==> config.mk <==
export PLATFORM = sky130hd
export DESIGN_NAME = pwm_ramp_ctrl
export DESIGN_NICKNAME = d
export VERILOG_FILES = /design/src/rtl/pwm_pkg.sv /design/src/rtl/pwm_ramp_step.sv /design/src/rtl/pwm_ramp_ctrl.sv
export SDC_FILE = /design/constraint.sdc
export NUM_CORES = 1
export LEC_CHECK = 0
export BUFFER_PORTS_ARGS = -buffer_cell sky130_fd_sc_hd__buf_2
export CORE_UTILIZATION = 59
export DETAILED_ROUTE_END_ITERATION = 8
export GPL_ROUTABILITY_DRIVEN = 1
export PLACE_DENSITY = 0.82
export SYNTH_ARGS = -nofsm -noshare
export SYNTH_HDL_FRONTEND = slang
export SYNTH_SLANG_ARGS = --single-unit
==> constraint.sdc <==
create_clock -name clk -period 6.82 [get_ports clk]
set_clock_uncertainty 0.1 [all_clocks]
set_input_delay 0 -clock clk [delete_from_list [all_inputs] [get_ports clk]]
set_output_delay 0 -clock clk [all_outputs]
set_load 0.01 [all_outputs]
==> src/rtl/pwm_pkg.sv <==
// Shared constants and state encoding for the PWM setpoint sequencer.
package pwm_pkg;

  localparam int          PWM_FSZE   = 3;
  localparam logic [16:0] PWM_RST_NO = 17'd999;

  typedef enum logic [1:0] {
    ST_IDLE  = 2'd0,
    ST_ARMED = 2'd1,
    ST_RAMP  = 2'd2
  } state_t;

endpackage

==> src/rtl/pwm_ramp_step.sv <==
// Combinational ramp step: move cur toward tgt by at most step (step 0 jumps).
module pwm_ramp_step #(
  parameter int WIDTH = 17
) (
  input  logic [WIDTH-1:0] cur,
  input  logic [WIDTH-1:0] tgt,
  input  logic [WIDTH-1:0] step,
  output logic [WIDTH-1:0] next,
  output logic             at_tgt
);

  logic             w_up;
  logic [WIDTH-1:0] w_diff;

  // Distance to target, then a bounded move; cur+step cannot pass tgt so it never overflows
  always_comb begin
    w_up   = (tgt >= cur);
    w_diff = w_up ? (tgt - cur) : (cur - tgt);
    if ((step == {WIDTH{1'b0}}) || (w_diff <= step)) begin
      next = tgt;
    end else if (w_up) begin
      next = cur + step;
    end else begin
      next = cur - step;
    end
    at_tgt = (next == tgt);
  end

endmodule

==> src/rtl/pwm_ramp_ctrl.sv <==
// Setpoint sequencer: accepts period/duty commands, swaps the period at a PWM
// boundary and slews the fixed-point duty toward the target once per period.
module pwm_ramp_ctrl
  import pwm_pkg::*;
#(
  parameter int               WIDTH  = 17,
  parameter int               FSZE   = PWM_FSZE,
  parameter logic [WIDTH-1:0] RST_NO = PWM_RST_NO
) (
  input  logic             clk,
  input  logic             rst,
  input  logic             cmd_valid,
  output logic             cmd_ready,
  input  logic [WIDTH-1:0] cmd_no,
  input  logic [WIDTH-1:0] cmd_duty,
  input  logic [WIDTH-1:0] cmd_step,
  input  logic             abort,
  input  logic             period_sync,
  output logic [WIDTH-1:0] pwm_no,
  output logic [WIDTH-1:0] pwm_n,
  output logic [WIDTH-1:0] pwm_mf,
  output logic             busy,
  output logic             done
);

  localparam int XW = WIDTH + FSZE;

  state_t           r_state;
  logic [WIDTH-1:0] r_no_nxt;
  logic [WIDTH-1:0] r_tgt;
  logic [WIDTH-1:0] r_step;
  logic [WIDTH-1:0] r_pwm_no;
  logic [WIDTH-1:0] r_duty;
  logic             r_done;

  state_t           w_state_nxt;
  logic             w_accept;
  logic             w_load_no;
  logic             w_apply;
  logic             w_done_nxt;
  logic [XW-1:0]    w_no_sh;
  logic [XW-1:0]    w_duty_ext;
  logic [XW-1:0]    w_clamp;
  logic [WIDTH-1:0] w_tgt_in;
  logic [WIDTH-1:0] w_step_next;
  logic             w_step_at_tgt;

  // Target may not exceed the period expressed in duty units; widen first so the shift cannot wrap
  always_comb begin
    w_no_sh    = {{FSZE{1'b0}}, cmd_no} << FSZE;
    w_duty_ext = {{FSZE{1'b0}}, cmd_duty};
    w_clamp    = (w_duty_ext < w_no_sh) ? w_duty_ext : w_no_sh;
    if (|w_clamp[XW-1:WIDTH]) begin
      w_tgt_in = {WIDTH{1'b1}};
    end else begin
      w_tgt_in = w_clamp[WIDTH-1:0];
    end
  end

  pwm_ramp_step #(
    .WIDTH (WIDTH)
  ) u_step (
    .cur    (r_duty),
    .tgt    (r_tgt),
    .step   (r_step),
    .next   (w_step_next),
    .at_tgt (w_step_at_tgt)
  );

  // Next-state and update enables; abort takes priority over a coincident sync
  always_comb begin
    w_state_nxt = r_state;
    w_accept    = 1'b0;
    w_load_no   = 1'b0;
    w_apply     = 1'b0;
    w_done_nxt  = 1'b0;
    case (r_state)
      ST_IDLE: begin
        if (cmd_valid) begin
          w_accept    = 1'b1;
          w_state_nxt = ST_ARMED;
        end else begin
          w_state_nxt = ST_IDLE;
        end
      end
      ST_ARMED: begin
        if (abort) begin
          w_state_nxt = ST_IDLE;
        end else if (period_sync) begin
          w_load_no   = 1'b1;
          w_apply     = 1'b1;
          w_done_nxt  = w_step_at_tgt;
          w_state_nxt = w_step_at_tgt ? ST_IDLE : ST_RAMP;
        end else begin
          w_state_nxt = ST_ARMED;
        end
      end
      ST_RAMP: begin
        if (abort) begin
          w_state_nxt = ST_IDLE;
        end else if (period_sync) begin
          w_apply     = 1'b1;
          w_done_nxt  = w_step_at_tgt;
          w_state_nxt = w_step_at_tgt ? ST_IDLE : ST_RAMP;
        end else begin
          w_state_nxt = ST_RAMP;
        end
      end
      default: begin
        w_state_nxt = ST_IDLE;
      end
    endcase
  end

  // State, latched command and PWM-facing output registers
  always_ff @(posedge clk or posedge rst) begin
    if (rst) begin
      r_state  <= ST_IDLE;
      r_no_nxt <= {WIDTH{1'b0}};
      r_tgt    <= {WIDTH{1'b0}};
      r_step   <= {WIDTH{1'b0}};
      r_pwm_no <= RST_NO;
      r_duty   <= {WIDTH{1'b0}};
      r_done   <= 1'b0;
    end else begin
      r_state <= w_state_nxt;
      r_done  <= w_done_nxt;
      if (w_accept) begin
        r_no_nxt <= cmd_no;
        r_tgt    <= w_tgt_in;
        r_step   <= cmd_step;
      end
      if (w_load_no) begin
        r_pwm_no <= r_no_nxt;
      end
      if (w_apply) begin
        r_duty <= w_step_next;
      end
    end
  end

  assign cmd_ready = (r_state == ST_IDLE);
  assign busy      = (r_state != ST_IDLE);
  assign done      = r_done;
  assign pwm_no    = r_pwm_no;
  assign pwm_n     = r_duty >> FSZE;
  assign pwm_mf    = {{(WIDTH-FSZE){1'b0}}, r_duty[FSZE-1:0]};

endmodule

==> metrics, run 1 <==
Clock Tree Root=clkbuf_16; Routed Wire Length=20.0 mm; Syn-to-layout area delta=17.8%; fmax=0.156 GHz; routed len/inst=17.2 um; most frequent cells in the layout=buf_2, ha_1, dfrtp_1; uppermost routed layer=met4; First-pass DRT Iterations=5; CP max-delay cell=dlygate4sd3_1; Arr. time, crit path=6560 ps; Clock Sinks=88; gpl congestion=0.971; main flop type after synthesis=dfrtp_1; die area=0.0134 sq mm; clk_lat worst skew=360 ps; register area share after synthesis=28.9%; ANT nets after route=0; main combinational cell family by area after synthesis=compound AO/OA/AOI/OAI gates; clock-pin slew on the worst setup and hold paths=70 ps; post-synthesis simple-gate area fraction=12.0%; CP Class=flip-flop to flip-flop; Hold Crit Class=primary input to asynchronous set/reset pin; total grt overflow=0; Via density=5.72; Slew @ Worst Pin=1130 ps; pre-CTS WS=1020 ps; Crit Path Max Fanout=29; library cells used by synthesis=65; Core Area=0.0126 sq mm; synthesized area=0.00764 sq mm; Final nets=1128; Final Max Tran Viols=0; Antenna Cells=0; layout cell share with drive strength beyond 1=18.0%; CTS Buf Count=9; Slew HR=24.6%; post-synthesis compound-gate area fraction=19.4%; mux contribution to synthesized area=9.69%; #FFs+latches synth=88; dpl hpwl=14.2 mm; Longest Clk Path Bufs=2; Worst Setup Start Kind=flip-flop; Async S/R FF share, synth=100%; min Tclk post-route=6420 ps; initial antenna violation count=0; number of global-route vias before repair=6607; metal3 WL=1.21 mm; final hold viol count=0; Buffers on Ports=92; Starting Density=60.6%; Met1 Wirelength=8.47 mm; Fillers=987; Chip Height=116 um; number of synthesized flops with an enable pin=0; routed vias=6638; CTS tree=yes; post-layout worst setup margin=405 ps; largest net degree at the start of global routing=83; flip-flop and latch area=0.00221 sq mm; critical path endpoint category=flip-flop; # setup viols final=0; RSZ-0062 raised after global routing=no; worst path cell trace=ha_1 > and3_4 > o41ai_1 > a31oi_1 > a221oi_4 > buf_4 > buf_4 > o21ai_0 > xnor2_1 > ha_1 > a21oi_2 > a31oi_1 > or4_1 > o211ai_1 > xnor2_1 > o311ai_0 > nor4_1 > a21o_1 > a2111oi_4 > dlygate4sd3_1; io pins=110; most common cell after layout, fill and taps aside=buf_2; footprint of the multi-input gates=0.00490 sq mm; maxcap violations=0; Final Cycle Share=94.1%; Die X=116 um; total negative slack=0 ps; first-pass GRT wire length=32.2 mm; number of H-tree levels=3; Core Util, Final=71.3%; global-route usage over all layers=31.4%; status=finished, final reports clean; YS warnings=0; DRC viols=0; Post-Syn Instances=858; DR iter-0 viols=482; post-synthesis adder-cell area fraction=14.7%; num rows=41; syn_area_per_cell=8.91 sq um; max incr delay on CP=560 ps; Critical Path RT=6960 ps; met2 wire length=9.77 mm; XOR/XNOR Fraction of Synth Area=7.40%
state kept, by name, indices dropped and copies added (netlist names):
name and count:
r_duty 17, r_step 17, r_state 2, r_no_nxt 17, r_tgt 17, pwm_no 17
done 1
cell type report:
cell class | count | share of cell area, %
clock buffers | 10 | 2.66
clock inverters | 6 | 0.848
inverters | 80 | 3.35
multi-input cells | 652 | 54.4
flip-flops and latches | 88 | 24.6
well taps | 172 | 2.39
repair buffers | 153 | 11.7
metal layers:
layer  up-vias  track usage, %
li1       3227               -
met1      3108            37.9
met2       264            54.6
met3        39            7.01
met4         0            12.0
met5         -               0
worst max-delay path, delay by kind of cell, from the launching register on:
| kind | cells | cell delay [ps] |
|---|---|---|
| compound gates | 10 | 2230 |
| buf+inv | 3 | 1190 |
| simple gates | 3 | 1010 |
| fa+ha+maj | 2 | 790 |
| xor+xnor | 2 | 480 |
| flops | 1 | 470 |
synthesized netlist by cell type, types with 14 or more instances:
| cell | instances | area, sq um |
|---|---|---|
| nand2_1 | 73 | 274 |
| mux2_2 | 40 | 450 |
| ha_1 | 85 | 1060 |
| a21o_1 | 29 | 218 |
| nor2_1 | 34 | 128 |
| clkbuf_1 | 22 | 82.6 |
| a21oi_1 | 44 | 220 |
| xor2_1 | 14 | 123 |
| mux2i_1 | 29 | 290 |
| inv_1 | 80 | 300 |
| dfrtp_1 | 80 | 2000 |
| buf_4 | 18 | 135 |
| o21ai_0 | 80 | 400 |
| xnor2_1 | 41 | 359 |
cells by family (layout without fill, tap and decap cells):
| group | count (synthesis) | after routing |
|---|---|---|
| compound gates | 229 | 229 |
| xor+xnor | 59 | 59 |
| fa+ha+maj | 88 | 88 |
| buf+inv | 134 | 249 |
| flops | 88 | 88 |
| mux | 69 | 69 |
| other cells | 1 | 17 |
| simple gates | 190 | 190 |
per-stage QoR:
stage	area (sq um)	hold WS, ps	instances
final	9000	161	1161
after global routing	9000	235	1161
after CTS	9000	184	1161
after detailed placement	8130	20.8	1090
after global placement	8130	22.7	1090
after floorplan	7700	-26.3	874
what timing repair did:
action / CTS / global route
buffers inserted: 0 / 0
hold buffers: 55 / 0
endpoints found under the hold margin: 84 / 0
gates resized for setup: 0 / 1
setup endpoints to repair: 0 / 1
final timing paths:
check                             from     endpoint  slack [ps]  cells past startpoint
setup reg to reg              r_tgt[6]   r_state[1]         400                     20
setup / recovery              r_tgt[6]   r_state[1]         400                     20
max in group asynchronous          rst    r_step[0]        5350                      4
hold / removal                     rst    pwm_no[3]         160                      3
min in group clk             cmd_valid    r_tgt[13]         280                      5
hold reg to reg            r_no_nxt[7]  r_no_nxt[7]         380                      2
Power of run 1 is not shown: default switching activity piles up to over one toggle a cycle in this logic, so the estimate is an artifact.
==> run 2: changes to the inputs <==
--- a/config.mk
+++ b/config.mk
@@ -7,6 +7,7 @@
 export LEC_CHECK = 0
 export BUFFER_PORTS_ARGS = -buffer_cell sky130_fd_sc_hd__buf_2
 export CORE_UTILIZATION = 59
+export CTS_BUF_LIST = sky130_fd_sc_hd__clkbuf_16
 export DETAILED_ROUTE_END_ITERATION = 8
 export GPL_ROUTABILITY_DRIVEN = 1
 export PLACE_DENSITY = 0.82
==> run 2 against run 1 <==
Against the previous run:
- die area stayed put
- first-iteration DRC count is 0.21% higher
- sequential cell count stayed put
- non-clock buffer count stayed put
- critical path type unchanged
- critical endpoint unchanged
==> metrics, run 2 (synthesis gave the netlist of run 1 again) <==
total grt overflow=0 (unchanged); Final Cycle Share=93.9% (-0.15 points); Via density=5.75 (+0.54%); Worst Setup Start Kind=flip-flop; Chip Height=116 um (unchanged); critical path endpoint category=flip-flop; final hold viol count=0 (unchanged); ANT nets after route=0 (unchanged); RSZ-0062 raised after global routing=no; routed len/inst=17.2 um (about the same); total negative slack=0 ps (unchanged); Hold Crit Class=primary input to asynchronous set/reset pin; first-pass GRT wire length=32.2 mm (about the same); io pins=110 (unchanged); clk_lat worst skew=360 ps (about the same); routed vias=6674 (+0.54%); maxcap violations=0 (unchanged); layout cell share with drive strength beyond 1=17.9% (-0.10 points); Starting Density=60.6% (unchanged); most frequent cells in the layout=buf_2, ha_1, dfrtp_1; clock-pin slew on the worst setup and hold paths=70 ps (about the same); First-pass DRT Iterations=5 (unchanged); Final Max Tran Viols=0 (unchanged); CTS tree=yes; CP max-delay cell=dlygate4sd3_1; Clock Tree Root=clkbuf_16; Slew HR=24.5% (-0.082 points); setup bufs post-CTS=0 (unchanged); num rows=41 (unchanged); # setup viols final=0 (unchanged); gpl congestion=0.971 (unchanged); Longest Clk Path Bufs=2 (unchanged); flip-flop and latch area=0.00221 sq mm (unchanged); number of global-route vias before repair=6606 (-0.015%); Final nets=1128 (unchanged); die area=0.0134 sq mm (unchanged); initial antenna violation count=0 (unchanged); worst path cell trace=ha_1 > and3_4 > o41ai_1 > a31oi_1 > a221oi_4 > buf_4 > buf_4 > o21ai_0 > xnor2_1 > ha_1 > a21oi_2 > a31oi_1 > or4_1 > o211ai_1 > xnor2_1 > o311ai_0 > nor4_1 > a21o_1 > a2111oi_4 > dlygate4sd3_1; dpl hpwl=14.2 mm (unchanged); most common cell after layout, fill and taps aside=buf_2; Buffers on Ports=92 (unchanged); largest net degree at the start of global routing=83 (unchanged); CTS Buf Count=9 (unchanged); DRC viols=0 (unchanged); number of H-tree levels=3 (unchanged); Slew @ Worst Pin=1130 ps (+1.23 ps); max incr delay on CP=570 ps (about the same); Bufs and invs on worst path=3 (unchanged); Fillers=989 (+0.20%); WHS=163 ps (+1.43 ps); Core Area=0.0126 sq mm (unchanged); Clock Sinks=88 (unchanged); min Tclk post-route=6400 ps (-10.5 ps); Syn-to-layout area delta=17.6%; Arr. time, crit path=6550 ps (about the same); CP Class=flip-flop to flip-flop; Crit Path Max Fanout=29 (unchanged); Routed Wire Length=20.0 mm (about the same); Die X=116 um (unchanged); crit-path leading delay family=compound AO/OA/AOI/OAI gates; fmax=0.156 GHz (+0.16%); Critical Path RT=6960 ps (about the same); footprint of the multi-input gates=0.00490 sq mm (unchanged); global-route usage over all layers=31.4% (about the same); DR iter-0 viols=483 (+0.21%); status=finished, final reports clean; Antenna Cells=0 (unchanged)
## run 2: stage by stage
step | cells | worst slack, ps | util, % | instance area (sq um)
2_1_floorplan | 874 | 1660 | - | 7700
3_3_place_gp | 1090 | 1120 | 64.4 | 8130
3_5_place_dp | 1090 | 1020 | 64.4 | 8130
4_1_cts | 1161 | 395 | 71.2 | 8990
5_1_grt | 1161 | 45.4 | 71.2 | 8990
6_report | 1161 | 415 | 71.2 | 8990
## run 2: per-layer routing
metal,up-vias,global-route usage (%),wire (um)
li1,3229,-,-
met4,0,12.0,561
met5,-,0,0
met3,42,7.01,1240
met2,272,54.6,9720
met1,3131,37.9,8490
## run 2: what timing repair did
item | in CTS | in global routing
hold buffers | 55 | 0
endpoints found under the hold margin | 84 | 0
gates resized for setup | 0 | 1
setup endpoints to repair | 0 | 1
## run 2: final cells by class
class                      instances  area share (%)
clock buffer                       9            2.51
clock inverter                     7           0.891
inverter                          80            3.35
multi-input combinational        652            54.5
sequential                        88            24.6
tap                              172            2.39
timing repair buffer             153            11.7
## run 2: worst register-to-register path: stages (launching register included)
cell	delay [ps]
dfrtp_1	460
ha_1	400
and3_4	220
o41ai_1	400
a31oi_1	160
a221oi_4	310
buf_4	270
buf_4	360
o21ai_0	180
xnor2_1	320
ha_1	400
a21oi_2	270
a31oi_1	140
or4_1	430
o211ai_1	300
xnor2_1	170
o311ai_0	150
nor4_1	370
a21o_1	230
a2111oi_4	80
dlygate4sd3_1	570
## run 2: worst paths after layout
path                                  start     endpoint  slack (ps)  depth (start not counted)
worst max-delay path               r_tgt[6]   r_state[1]         420                         20
worst min-delay path                    rst    pwm_no[3]         160                          3
worst max register to register     r_tgt[6]   r_state[1]         420                         20
worst min register to register  r_no_nxt[7]  r_no_nxt[7]         380                          2
max in group asynchronous               rst    r_step[4]        5350                          4
min in group clk                  cmd_valid    r_tgt[13]         290                          5
Power of run 2 is left out for the same reason.
==> run 3: changes to the inputs <==
--- a/config.mk
+++ b/config.mk
@@ -10,7 +10,7 @@
 export CTS_BUF_LIST = sky130_fd_sc_hd__clkbuf_16
 export DETAILED_ROUTE_END_ITERATION = 8
 export GPL_ROUTABILITY_DRIVEN = 1
-export PLACE_DENSITY = 0.82
+export PLACE_DENSITY = 0.87
 export SYNTH_ARGS = -nofsm -noshare
 export SYNTH_HDL_FRONTEND = slang
 export SYNTH_SLANG_ARGS = --single-unit
==> run 3 against run 2 <==
Against the previous run:
- first-iteration DRC count grew 11%
- critical path depth grew 1
- fmax up 1.7%
- register-to-register slack better by 110 ps
- largest cell class unchanged
- clock-buffer cell count did not move
- final area is the same
- hold slack better by 120 ps
- wire length grew 0.21%
- global-route usage is 0.24 points lower
==> metrics, run 3 (synthesis gave the netlist of run 1 again) <==
routed vias=6782 (+1.6%); reg2reg path depth=21 (+5.0%); fmax=0.159 GHz (+1.7%); Arr. time, crit path=6490 ps (-60 ps); layout cell share with drive strength beyond 1=17.9% (-0.036 points); first-pass GRT wire length=31.9 mm (-0.73%); hold depth=5; total negative slack=0 ps (unchanged); cts repair resizes=0 (unchanged); most frequent cells in the layout=buf_2, ha_1, inv_1; routed len/inst=17.2 um (about the same); number of global-route vias before repair=6492 (-1.7%); Crit Reg-Reg Endpoint=r_state[1]; global-route usage over all layers=31.2% (-0.24 points); clock-pin slew on the worst setup and hold paths=70 ps (about the same); Worst Setup Start Kind=flip-flop; initial antenna violation count=1 (+1); worst setup path startpoint=r_duty[2]; status=finished, final reports clean; Final nets=1130 (+0.18%); most common cell after layout, fill and taps aside=buf_2; die area=0.0134 sq mm (unchanged); Longest Clk Path Bufs=2 (unchanged); RSZ-0062 raised after global routing=no; DR iter-0 viols=536 (+11%); Slew @ Worst Pin=1130 ps (-1.43 ps); final hold viol count=0 (unchanged); ANT nets after route=0 (unchanged); reg2reg start=r_duty[2]; Hold Crit Class=primary input to flip-flop; # setup viols final=0 (unchanged); Starting Density=60.6% (unchanged); Final Max Tran Viols=0 (unchanged); clk_lat worst skew=350 ps (about the same); worst setup path endpoint=r_state[1]; Syn-to-layout area delta=17.6% (unchanged); CTS tree=yes; Core Area=0.0126 sq mm (unchanged); total grt overflow=0 (unchanged); maxcap violations=0 (unchanged); hold bufs inserted after CTS=55 (unchanged); largest net degree at the start of global routing=89 (+7.2%); Via density=5.83 (+1.4%); Slew HR=24.6% (+0.096 points); Routed Wire Length=20.1 mm (+0.21%); Chip Height=116 um (unchanged); Clock Sinks=88 (unchanged); Final Cycle Share=92.3% (-1.6 points); critical path endpoint category=flip-flop; Clock Tree Root=clkbuf_16; Critical Path RT=7020 ps (+60 ps); number of H-tree levels=3 (unchanged); num rows=41 (unchanged); Die X=116 um (unchanged); reg2reg setup slack=520 ps (+110 ps); Fillers=943 (-4.7%); First-pass DRT Iterations=6 (+1); dpl hpwl=14.0 mm (-1.6%); CP Class=flip-flop to flip-flop; Crit Path Max Fanout=29 (unchanged); setup bufs post-CTS=0 (unchanged); CTS Buf Count=9 (unchanged); DRC viols=0 (unchanged); Buffers on Ports=92 (unchanged); io pins=110 (unchanged); min Tclk post-route=6300 ps (-110 ps); gpl congestion=1.02 (+4.8%)
run 3: worst min-delay path by stage:
stage / from / to / slack [ps]
final: cmd_valid / r_tgt[15] / 290
after global routing: cmd_step[6] / r_step[6] / 330
after CTS: cmd_valid / r_no_nxt[4] / 280
after detailed placement: abort / r_state[1] / 130
after global placement: abort / r_state[1] / 130
after floorplan: abort / r_state[1] / -30
run 3: cell type report:
| cell class | count | area (sq um) | area share, % |
|---|---|---|---|
| well taps | 172 | 215 | 2.39 |
| multi-input cells | 652 | 4900 | 54.5 |
| flip-flops and latches | 88 | 2210 | 24.6 |
| repair buffers | 155 | 1070 | 11.9 |
| diodes | 1 | 2.50 | 0.0278 |
| clock buffers | 9 | 225 | 2.51 |
| clock inverters | 7 | 66.3 | 0.738 |
| inverters | 80 | 302 | 3.35 |
run 3: critical path, cell delays in order (launching register included):
cell,delay [ps]
dfrtp_1,420
inv_1,70
ha_1,380
and3_1,190
and3_1,210
a221o_1,370
a221oi_4,720
a211oi_1,170
o311a_1,430
o31ai_2,300
a21oi_1,140
xnor2_1,150
ha_1,290
and3_1,180
o21ai_0,90
o21a_1,190
a211oi_1,320
o21ai_2,100
buf_4,260
a21o_1,230
a2111oi_4,320
dlygate4sd3_1,580
run 3: metal layers:
| metal | global-route usage [%] | routed length, um | up-vias | share of wire (%) |
|---|---|---|---|---|
| met5 | 0 | 0 | - | 0 |
| met4 | 13.9 | 667 | 0 | 3.3 |
| met3 | 5.23 | 1230 | 47 | 6.2 |
| met2 | 53.8 | 9810 | 297 | 49 |
| met1 | 38.2 | 8350 | 3192 | 42 |
| li1 | - | - | 3246 | - |
run 3: metrics by stage:
stage / instance area (sq um) / hold slack [ps] / utilization [%] / setup slack (ps) / cells
global placement: 8150 / 131 / 64.5 / 1250 / 1092
finish: 8990 / 287 / 71.2 / 525 / 1164
floorplan: 7700 / -26.3 / - / 1660 / 874
CTS: 8990 / 283 / 71.2 / 554 / 1163
global route: 8990 / 330 / 71.2 / 158 / 1164
detailed placement: 8150 / 134 / 64.5 / 1100 / 1092
Power of run 3 is left out for the same reason.
